<file path="src/rtl/cpu_ctrl_pkg.sv">
// Shared definitions for the CPU run/step/halt controller.
//   run_state_e : controller state encoding, also driven on the `state` output
//   TICK_W      : width of the cpu_ce pulse counter shown on the display
package cpu_ctrl_pkg;

    typedef enum logic [1:0] {
        ST_LOAD = 2'd0,
        ST_HALT = 2'd1,
        ST_RUN  = 2'd2,
        ST_STEP = 2'd3
    } run_state_e;

    localparam int unsigned TICK_W = 5;

endpackage

</file>
<file path="src/rtl/cpu_run_ctrl_if.sv">
// Bus between the run controller and the boot ROM / instruction memory / core.
//   boot_addr, boot_data             : boot ROM read port
//   mem_we, mem_waddr, mem_wdata     : instruction memory write port
//   cpu_rst, cpu_ce, cpu_pc          : core reset, clock enable and current PC
// master = controller side, slave = memory/core side.
interface cpu_run_ctrl_if #(
    parameter int unsigned ADDR_W = 5
);
    logic [ADDR_W-1:0] boot_addr;
    logic [31:0]       boot_data;
    logic              mem_we;
    logic [ADDR_W-1:0] mem_waddr;
    logic [31:0]       mem_wdata;
    logic              cpu_rst;
    logic              cpu_ce;
    logic [ADDR_W-1:0] cpu_pc;

    modport master (
        output boot_addr, mem_we, mem_waddr, mem_wdata, cpu_rst, cpu_ce,
        input  boot_data, cpu_pc
    );

    modport slave (
        input  boot_addr, mem_we, mem_waddr, mem_wdata, cpu_rst, cpu_ce,
        output boot_data, cpu_pc
    );

endinterface

</file>
<file path="src/rtl/ce_divider.sv">
// Free-running modulo-DIV_MAX counter giving the RUN-mode instruction cadence.
//   clk, rst : clock, synchronous active-high reset
//   clear    : force the count to 0 (has priority over enable)
//   enable   : advance the count by one per cycle, wrapping DIV_MAX-1 -> 0
//   tick     : one-cycle pulse in the cycle whose edge moves the count onto
//              DIV_MAX-1, so a registered consumer fires alongside that count
module ce_divider #(
    parameter int unsigned DIV_MAX = 10_000_000
) (
    input  logic clk,
    input  logic rst,
    input  logic clear,
    input  logic enable,
    output logic tick
);

    localparam int unsigned CNT_W = (DIV_MAX > 2) ? $clog2(DIV_MAX) : 1;
    localparam logic [CNT_W-1:0] LAST     = CNT_W'(DIV_MAX - 1);
    localparam logic [CNT_W-1:0] PRE_LAST = CNT_W'(DIV_MAX - 2);

    logic [CNT_W-1:0] cnt_q;

    always_ff @(posedge clk) begin
        if (rst || clear) begin
            cnt_q <= '0;
        end else if (enable) begin
            cnt_q <= (cnt_q == LAST) ? '0 : cnt_q + CNT_W'(1);
        end
    end

    assign tick = enable && !clear && (cnt_q == PRE_LAST);

endmodule

</file>
<file path="src/rtl/cpu_run_ctrl.sv">
// Run/step/halt controller for the MIPS core: boot-copies the instruction
// memory from ROM after reset, then sequences the core with one-cycle enables.
//   clk, rst                     : system clock, synchronous active-high reset
//   run_btn, step_btn, halt_btn  : one-cycle request pulses (halt > run > step)
//   bp_en, bp_addr               : PC breakpoint, checked every RUN cycle
//   bus                          : boot ROM, instruction memory and core signals
//   state                        : LOAD=0, HALT=1, RUN=2, STEP=3
//   tick_cnt                     : cpu_ce pulses seen, mod 32
module cpu_run_ctrl
    import cpu_ctrl_pkg::*;
#(
    parameter int unsigned DIV_MAX    = 10_000_000,
    parameter int unsigned ADDR_W     = 5,
    parameter int unsigned BOOT_WORDS = 16
) (
    input  logic              clk,
    input  logic              rst,
    input  logic              run_btn,
    input  logic              step_btn,
    input  logic              halt_btn,
    input  logic              bp_en,
    input  logic [ADDR_W-1:0] bp_addr,
    cpu_run_ctrl_if.master    bus,
    output logic [1:0]        state,
    output logic [TICK_W-1:0] tick_cnt
);

    localparam logic [ADDR_W-1:0] LAST_ADDR = ADDR_W'(BOOT_WORDS - 1);

    run_state_e        state_q;
    logic              cpu_rst_q;
    logic              cpu_ce_q;
    logic              mem_we_q;
    logic [ADDR_W-1:0] boot_addr_q;
    logic [ADDR_W-1:0] mem_waddr_q;
    logic [31:0]       mem_wdata_q;
    logic [TICK_W-1:0] tick_cnt_q;
    // Set once the last ROM address has been consumed; the next cycle leaves LOAD.
    logic              issue_done_q;

    logic stop;
    logic div_tick;

    // Any stop condition in RUN both halts and swallows the tick due this cycle.
    assign stop = halt_btn || (bp_en && (bus.cpu_pc == bp_addr));

    // Divider is held at 0 outside RUN, so entering RUN always starts a full period.
    ce_divider #(
        .DIV_MAX (DIV_MAX)
    ) u_ce_divider (
        .clk    (clk),
        .rst    (rst),
        .clear  ((state_q != ST_RUN) || stop),
        .enable (state_q == ST_RUN),
        .tick   (div_tick)
    );

    always_ff @(posedge clk) begin
        if (rst) begin
            state_q      <= ST_LOAD;
            cpu_rst_q    <= 1'b1;
            cpu_ce_q     <= 1'b0;
            mem_we_q     <= 1'b0;
            boot_addr_q  <= '0;
            mem_waddr_q  <= '0;
            mem_wdata_q  <= '0;
            tick_cnt_q   <= '0;
            issue_done_q <= 1'b0;
        end else begin
            cpu_ce_q <= 1'b0;
            mem_we_q <= 1'b0;
            if (cpu_ce_q) begin
                tick_cnt_q <= tick_cnt_q + TICK_W'(1);
            end

            unique case (state_q)
                ST_LOAD: begin
                    if (!issue_done_q) begin
                        // ROM data for boot_addr_q is valid at this edge.
                        mem_we_q    <= 1'b1;
                        mem_waddr_q <= boot_addr_q;
                        mem_wdata_q <= bus.boot_data;
                        if (boot_addr_q == LAST_ADDR) begin
                            issue_done_q <= 1'b1;
                        end else begin
                            boot_addr_q <= boot_addr_q + ADDR_W'(1);
                        end
                    end else begin
                        state_q   <= ST_HALT;
                        cpu_rst_q <= 1'b0;
                    end
                end
                ST_HALT: begin
                    if (!halt_btn) begin
                        if (run_btn) begin
                            state_q <= ST_RUN;
                        end else if (step_btn) begin
                            state_q  <= ST_STEP;
                            cpu_ce_q <= 1'b1;
                        end
                    end
                end
                ST_RUN: begin
                    if (stop) begin
                        state_q <= ST_HALT;
                    end else begin
                        cpu_ce_q <= div_tick;
                    end
                end
                ST_STEP: begin
                    // Breakpoint and halt are both ignored here.
                    state_q <= ST_HALT;
                end
                default: state_q <= ST_HALT;
            endcase
        end
    end

    assign bus.boot_addr = boot_addr_q;
    assign bus.mem_we    = mem_we_q;
    assign bus.mem_waddr = mem_waddr_q;
    assign bus.mem_wdata = mem_wdata_q;
    assign bus.cpu_rst   = cpu_rst_q;
    assign bus.cpu_ce    = cpu_ce_q;
    assign state         = state_q;
    assign tick_cnt      = tick_cnt_q;

endmodule

</file>
<file path="src/flat_wrapper.sv">
// flat-port wrapper written by rule: the top's interface ports become plain ports
module cpu_run_ctrl_flat import cpu_ctrl_pkg::*;
#(
    parameter int unsigned DIV_MAX    = 10_000_000,
    parameter int unsigned ADDR_W     = 5,
    parameter int unsigned BOOT_WORDS = 16
)
  (clk, rst, run_btn, step_btn, halt_btn, bp_en, bp_addr, state, tick_cnt, bus_boot_addr, bus_mem_we, bus_mem_waddr, bus_mem_wdata, bus_cpu_rst, bus_cpu_ce, bus_boot_data, bus_cpu_pc);
  cpu_run_ctrl_if #(.ADDR_W(ADDR_W)) bus_i ();
  input  logic clk;
  input  logic rst;
  input  logic run_btn;
  input  logic step_btn;
  input  logic halt_btn;
  input  logic bp_en;
  input  logic [ADDR_W-1:0] bp_addr;
  output logic [1:0] state;
  output logic [TICK_W-1:0] tick_cnt;
  output wire logic [$bits(bus_i.boot_addr)-1:0] bus_boot_addr;
  output wire logic [$bits(bus_i.mem_we)-1:0] bus_mem_we;
  output wire logic [$bits(bus_i.mem_waddr)-1:0] bus_mem_waddr;
  output wire logic [$bits(bus_i.mem_wdata)-1:0] bus_mem_wdata;
  output wire logic [$bits(bus_i.cpu_rst)-1:0] bus_cpu_rst;
  output wire logic [$bits(bus_i.cpu_ce)-1:0] bus_cpu_ce;
  input wire logic [$bits(bus_i.boot_data)-1:0] bus_boot_data;
  input wire logic [$bits(bus_i.cpu_pc)-1:0] bus_cpu_pc;
  assign bus_boot_addr = bus_i.boot_addr;
  assign bus_mem_we = bus_i.mem_we;
  assign bus_mem_waddr = bus_i.mem_waddr;
  assign bus_mem_wdata = bus_i.mem_wdata;
  assign bus_cpu_rst = bus_i.cpu_rst;
  assign bus_cpu_ce = bus_i.cpu_ce;
  assign bus_i.boot_data = bus_boot_data;
  assign bus_i.cpu_pc = bus_cpu_pc;
  cpu_run_ctrl #(.DIV_MAX(DIV_MAX), .ADDR_W(ADDR_W), .BOOT_WORDS(BOOT_WORDS)) u_core (.clk(clk), .rst(rst), .run_btn(run_btn), .step_btn(step_btn), .halt_btn(halt_btn), .bp_en(bp_en), .bp_addr(bp_addr), .bus(bus_i), .state(state), .tick_cnt(tick_cnt));
endmodule
</file>
<file path="config.mk">
export PLATFORM = sky130hd
export DESIGN_NAME = cpu_run_ctrl_flat
export DESIGN_NICKNAME = d
export VERILOG_FILES = /design/src/rtl/cpu_ctrl_pkg.sv /design/src/rtl/cpu_run_ctrl_if.sv /design/src/rtl/ce_divider.sv /design/src/rtl/cpu_run_ctrl.sv /design/src/flat_wrapper.sv
export SDC_FILE = /design/constraint.sdc
export NUM_CORES = 1
export LEC_CHECK = 0
export ABC_AREA = 1
export CORE_AREA = 2 2 92 94
export DETAILED_ROUTE_END_ITERATION = 8
export DIE_AREA = 0 0 94 96
export PLACE_DENSITY = 0.82
export SLEW_MARGIN = 30
export SYNTH_ARGS = -nofsm -noshare
export SYNTH_HDL_FRONTEND = slang
export SYNTH_SLANG_ARGS = --single-unit
</file>
<file path="constraint.sdc">
create_clock -name clk -period 4.06 [get_ports clk]
set_input_delay 0.812 -clock clk [delete_from_list [all_inputs] [get_ports clk]]
set_output_delay 0.812 -clock clk [all_outputs]
set_load 0.02 [all_outputs]
</file>
# Word level (Yosys, flattened, before mapping)
# Index checks and enable logic that the tools add are counted.
# Widths: inputs -> output; s select.
# op_classes
n_eq_ne	12
reduce_logical	13
addsub	3
mux	15
bitwise	3
# op_table
op	count
$eq 24x24->1 const B	2
$add 24x1->24 const B	1
$mux 24	1
$add 5x1->5 const B	2
$mux 2	5
$pmux 2 s4	1
$mux 1	7
$eq 5x4->1 const B	1
$eq 5x5->1	1
$eq 2x2->1 const B	2
$ne 2x1->1 const B	2
$ne 2x2->1 const B	2
$reduce_and 2->1	2
$reduce_and 4->1	1
$logic_and 1x1->1	3
$logic_or 1x1->1	3
$ne 3x3->1 const B	1
$not 1->1	3
$reduce_and 3->1	1
$eq 2x1->1 const B	1
$logic_not 2->1	1
$pmux 1 s2	1
$reduce_or 2->1	1
$logic_not 1->1	1
# word_totals
elab_cells	56
output_inout_bits	52
in_bits	48
ff_bits	77

# Logic depth before layout (Yosys ltp)
# logic_depth
word_depth	9
mapped_depth	10
mapped_depth_nobuf	10

# Cells and area by module
# A second synthesis with hierarchy kept.
# hier_totals
cells_unflattened	520
hier_area_um2	3663.5
# by_module_without_submodules
module	area_per_inst_um2	cells_per_inst	n_inst	seq_area_each_um2
cpu_run_ctrl	2124.5	282	1	1061.0
ce_divider	1539.0	238	1	480.5

# Worst setup path before layout
# Ideal clock, no wire load.
# synth_path
path_kind	input-to-reg
start	input port rst
end	register u_core.tick_cnt_q[1] (netlist: u_core.tick_cnt[1])
stages	5
setup_ns	0.070
n_path_buf	2
required_ns	3.990
arrival_ns	1.549
setup_slack_ns	2.441
path_cell_list	buf_2 -> inv_1 -> clkbuf_1 -> o21ai_0 -> a21oi_1
# synth_rtl
element	line	rtl
start: declaration	flat_wrapper.sv:11	input logic rst;
end signal: assignment	cpu_run_ctrl.sv:73	tick_cnt_q <= tick_cnt_q + TICK_W'(1);
end: declaration	cpu_run_ctrl.sv:37	logic [TICK_W-1:0] tick_cnt_q;

# Final worst setup path
# layout_path
start	register u_core.state_q[1] (netlist: u_core.state[1])
end	register u_core.boot_addr_q[4] (netlist: u_core.bus.boot_addr[4])
# layout_between
elab_chain_len	2
# layout_rtl
element	line	rtl
start: declaration	cpu_run_ctrl.sv:30	run_state_e state_q;
start signal: assignment	cpu_run_ctrl.sv:60	state_q <= ST_LOAD;
start signal: assignment	cpu_run_ctrl.sv:89	state_q <= ST_HALT;
start signal: assignment	cpu_run_ctrl.sv:96	state_q <= ST_RUN;
$logic_not 2->1	cpu_run_ctrl.sv:76	unique case (state_q)
$reduce_and 3->1 (no source line)	--	
end signal: assignment	cpu_run_ctrl.sv:86	boot_addr_q <= boot_addr_q + ADDR_W'(1);
end: declaration	cpu_run_ctrl.sv:34	logic [ADDR_W-1:0] boot_addr_q;
# No other way between the ends.
# A chain may end at the register's enable or synchronous reset.

==> out/results.ini <==
[logic_synthesis]
synth_cell_types=32
syn_area_um2=3510
synth_warnings=0
ys_ff_latch=77
async_reset_ff_share_pct=0
synthCells=480
syn_area_per_cell_um2=7.30
synth_edf_count=0
syn_nets=536
ys_seq_area_share_pct=44.0
synthFlopType=dfxtp_1

[placed_design]
dp_hpwl_um=6300
routabilityCongestion=0.861
port_buffers=99

[critical_path]
end_kind=flop
reg2reg_setup_slack_ns=1.35
critPathMostFrequentCell=inv_1
crit-reg2reg-launch=u_core.state[1]
reg2reg_to=u_core.bus.boot_addr[4]
critPathLaunchType=flop
path_cells=inv_1 > ha_1 > inv_1 > nor2_4 > inv_2 > or2_1 > inv_1 > o21ai_0 > a21oi_1
crit_type=flop to flop
critical_path_required_ns=4.34
cp_max_fo=43
ff2ff_path_depth=9
cp_slowest_cell=nor2_4
critical_path.max_stage_delay_ns=0.62
crit_arrival_ns=2.99

[cts]
cts.clk_slew.worst_paths_ns=0.09
h-tree-depth=3
cts.repair_timing.setup_buffer_count=0
ctsResizeCount=0
cts_tree=done
postCtsHoldBufs=0
cts_root_buf=clkbuf_8
cts_buffers=9
clk_latency_ns=0.35
cts_buffer_depth=2
cts_sinks=77

[grt]
grt_max_degree=47
grt_usage_pct=20.5
grt_pass1_wl_um=14800
antenna_found_initial=0
grt_pass1_vias=3363
grt_overflow_total=0

[floorplan]
die_area_um2=9020
die_h_um=96
io_pins=100
core_area_um2=8050
start_util_pct=43.5
num_rows=33
fp.dieW_um=94

[finish]
diodes=0
final_nets=632
syn2layout_area_growth_pct=35.4
drive_above_1_share_pct=8.61

[drt]
post-route-drc-count=0
drtAntennaViolNets=0
totalWireLength_um=8710
dr.pass1.iters=4
vias=3358
wl_per_cell_um=12.7
first_iter_violations=154
routed_via_density=4.90

[sta]
period_minus_slack_ns=2.71
final_max_slew_viol_count=0
timing.fmax_mhz=369
period_share_pct=66.7
hold_viol=0
grt_setup_unrepaired=false
finalSetupTns_ns=0
setup_viol=0
clock_skew_ns=0.00944
relSlewSlack_pct=46.3
worst_slew_pin_slew_ns=0.803

[power]
design_power_total_mw=2.15
ir_drop_mv=0.281
power.density_nw_per_um2=452
leakagePower_nw=1.81

[hold_path]
hold_end=u_core.tick_cnt[4]
hold_start=u_core.tick_cnt[4]
min_path_type=flop to flop
hold_path_depth=1

[run]
drv_cap=0

[run_status]
outcome=completed

==> cells in the mapped netlist (6+ instances only) <==
master / number / share of area (%)
nand3_1: 22 / 3.1
xor2_1: 6 / 1.5
a21oi_1: 16 / 2.3
clkbuf_1: 11 / 1.2
nand4_1: 6 / 1.1
o21ai_0: 47 / 6.7
nor2_1: 120 / 13
dfxtp_1: 77 / 44
ha_1: 8 / 2.9
nor3_1: 10 / 1.4
nand2_2: 7 / 1.2
nand2_1: 67 / 7.2
inv_1: 41 / 4.4
==> critical path: cells and delay by family, from the launching register on <==
| family | cells | cell delay (ns) |
|---|---|---|
| buffers and inverters | 4 | 0.82 |
| flip-flops | 1 | 0.38 |
| adder cells (fa/ha/maj) | 1 | 0.17 |
| AO/OA/AOI/OAI | 2 | 0.26 |
| AND/OR/NAND/NOR | 2 | 1.02 |
==> state kept, by name (all words and copies together), names as in the netlist <==
| name | flops |
|---|---|
| u_core.bus.cpu_rst | 1 |
| u_core.state | 2 |
| u_core.bus.cpu_ce | 1 |
| u_core.bus.mem_we | 1 |
| u_core.bus.mem_waddr | 5 |
| u_core.tick_cnt | 5 |
| u_core.u_ce_divider.cnt_q | 24 |
| u_core.bus.boot_addr | 5 |
| u_core.issue_done_q | 1 |
| u_core.bus.mem_wdata | 32 |
==> where the power goes <==
| group | switching (mW) | total, mW | internal (mW) |
|---|---|---|---|
| clock network | 0.313 | 0.562 | 0.249 |
| logic | 0.380 | 0.666 | 0.286 |
| registers | 0.0625 | 0.921 | 0.858 |
==> how the worst max path moves through the flow <==
| stage | start | to | slack, ns |
|---|---|---|---|
| 6_report | u_core.state[1] | u_core.bus.boot_addr[4] | 1.35 |
| 5_1_grt | u_core.state[1] | u_core.bus.boot_addr[4] | 1.10 |
| 4_1_cts | u_core.state[1] | u_core.bus.boot_addr[2] | 1.33 |
| 3_5_place_dp | u_core.state[1] | u_core.bus.boot_addr[4] | 1.34 |
| 3_3_place_gp | rst | u_core.bus.mem_waddr[2] | 1.30 |
| 2_1_floorplan | rst | u_core.tick_cnt[1] | 2.44 |
==> metal layers <==
metal  global-route usage (%)  vias up  wire length, um
li1                         -     1723                -
met1                     22.7     1521             3540
met2                     35.3      102             4200
met3                     8.54       12              792
met4                     7.85        0              171
met5                        0        -                0
==> through the flow <==
step	utilization [%]	cells	hold slack, ns	cell area [um2]	setup slack [ns]
after floorplan	-	480	0.468	3510	2.44
after global placement	56.6	670	0.441	4560	1.30
after detailed placement	56.6	670	0.448	4560	1.34
after CTS	59.0	686	0.460	4750	1.33
after global routing	59.0	686	0.494	4750	1.10
final	59.0	686	0.457	4750	1.35
==> kinds of logic after synthesis <==
logic type | after synthesis | synth area share (%)
AND/OR/NAND/NOR | 253 | 32.8
flip-flops | 77 | 44.0
AO/OA/AOI/OAI | 71 | 10.7
buffers and inverters | 60 | 6.89
XOR/XNOR | 11 | 2.75
adder cells (fa/ha/maj) | 8 | 2.86
==> layout make-up <==
cell class | count | area, um2
Inverter | 46 | 173
Timing Repair Buffer | 99 | 991
Clock inverter | 6 | 51.3
Multi-Input combinational cell | 343 | 1720
Clock buffer | 10 | 138
Fill cell | 705 | 3300
Tap cell | 105 | 131
Sequential cell | 77 | 1540
==> layout by cell type, fill, tap and decap left out <==
cell	count
nor2_1	120
clkdlybuf4s50_1	99
dfxtp_1	77
nand2_1	67
o21ai_0	47
inv_1	40
nand3_1	22
a21oi_1	16
nor3_1	10
clkbuf_8	10
ha_1	8
nand2_2	7
inv_2	6
nand4_1	6
xor2_1	6
nor2_4	5
nor2_2	5
xnor2_1	5
inv_6	4
nand3_2	3
nor3_4	3
nor3_2	2
o21bai_1	2
nand3b_1	1
a21oi_2	1
o21ai_1	1
or2_2	1
a31oi_1	1
or2_1	1
o21a_1	1
o21bai_2	1
a211oi_1	1
clkinvlp_4	1
clkinv_4	1
Power figures use the tool's default switching activity.
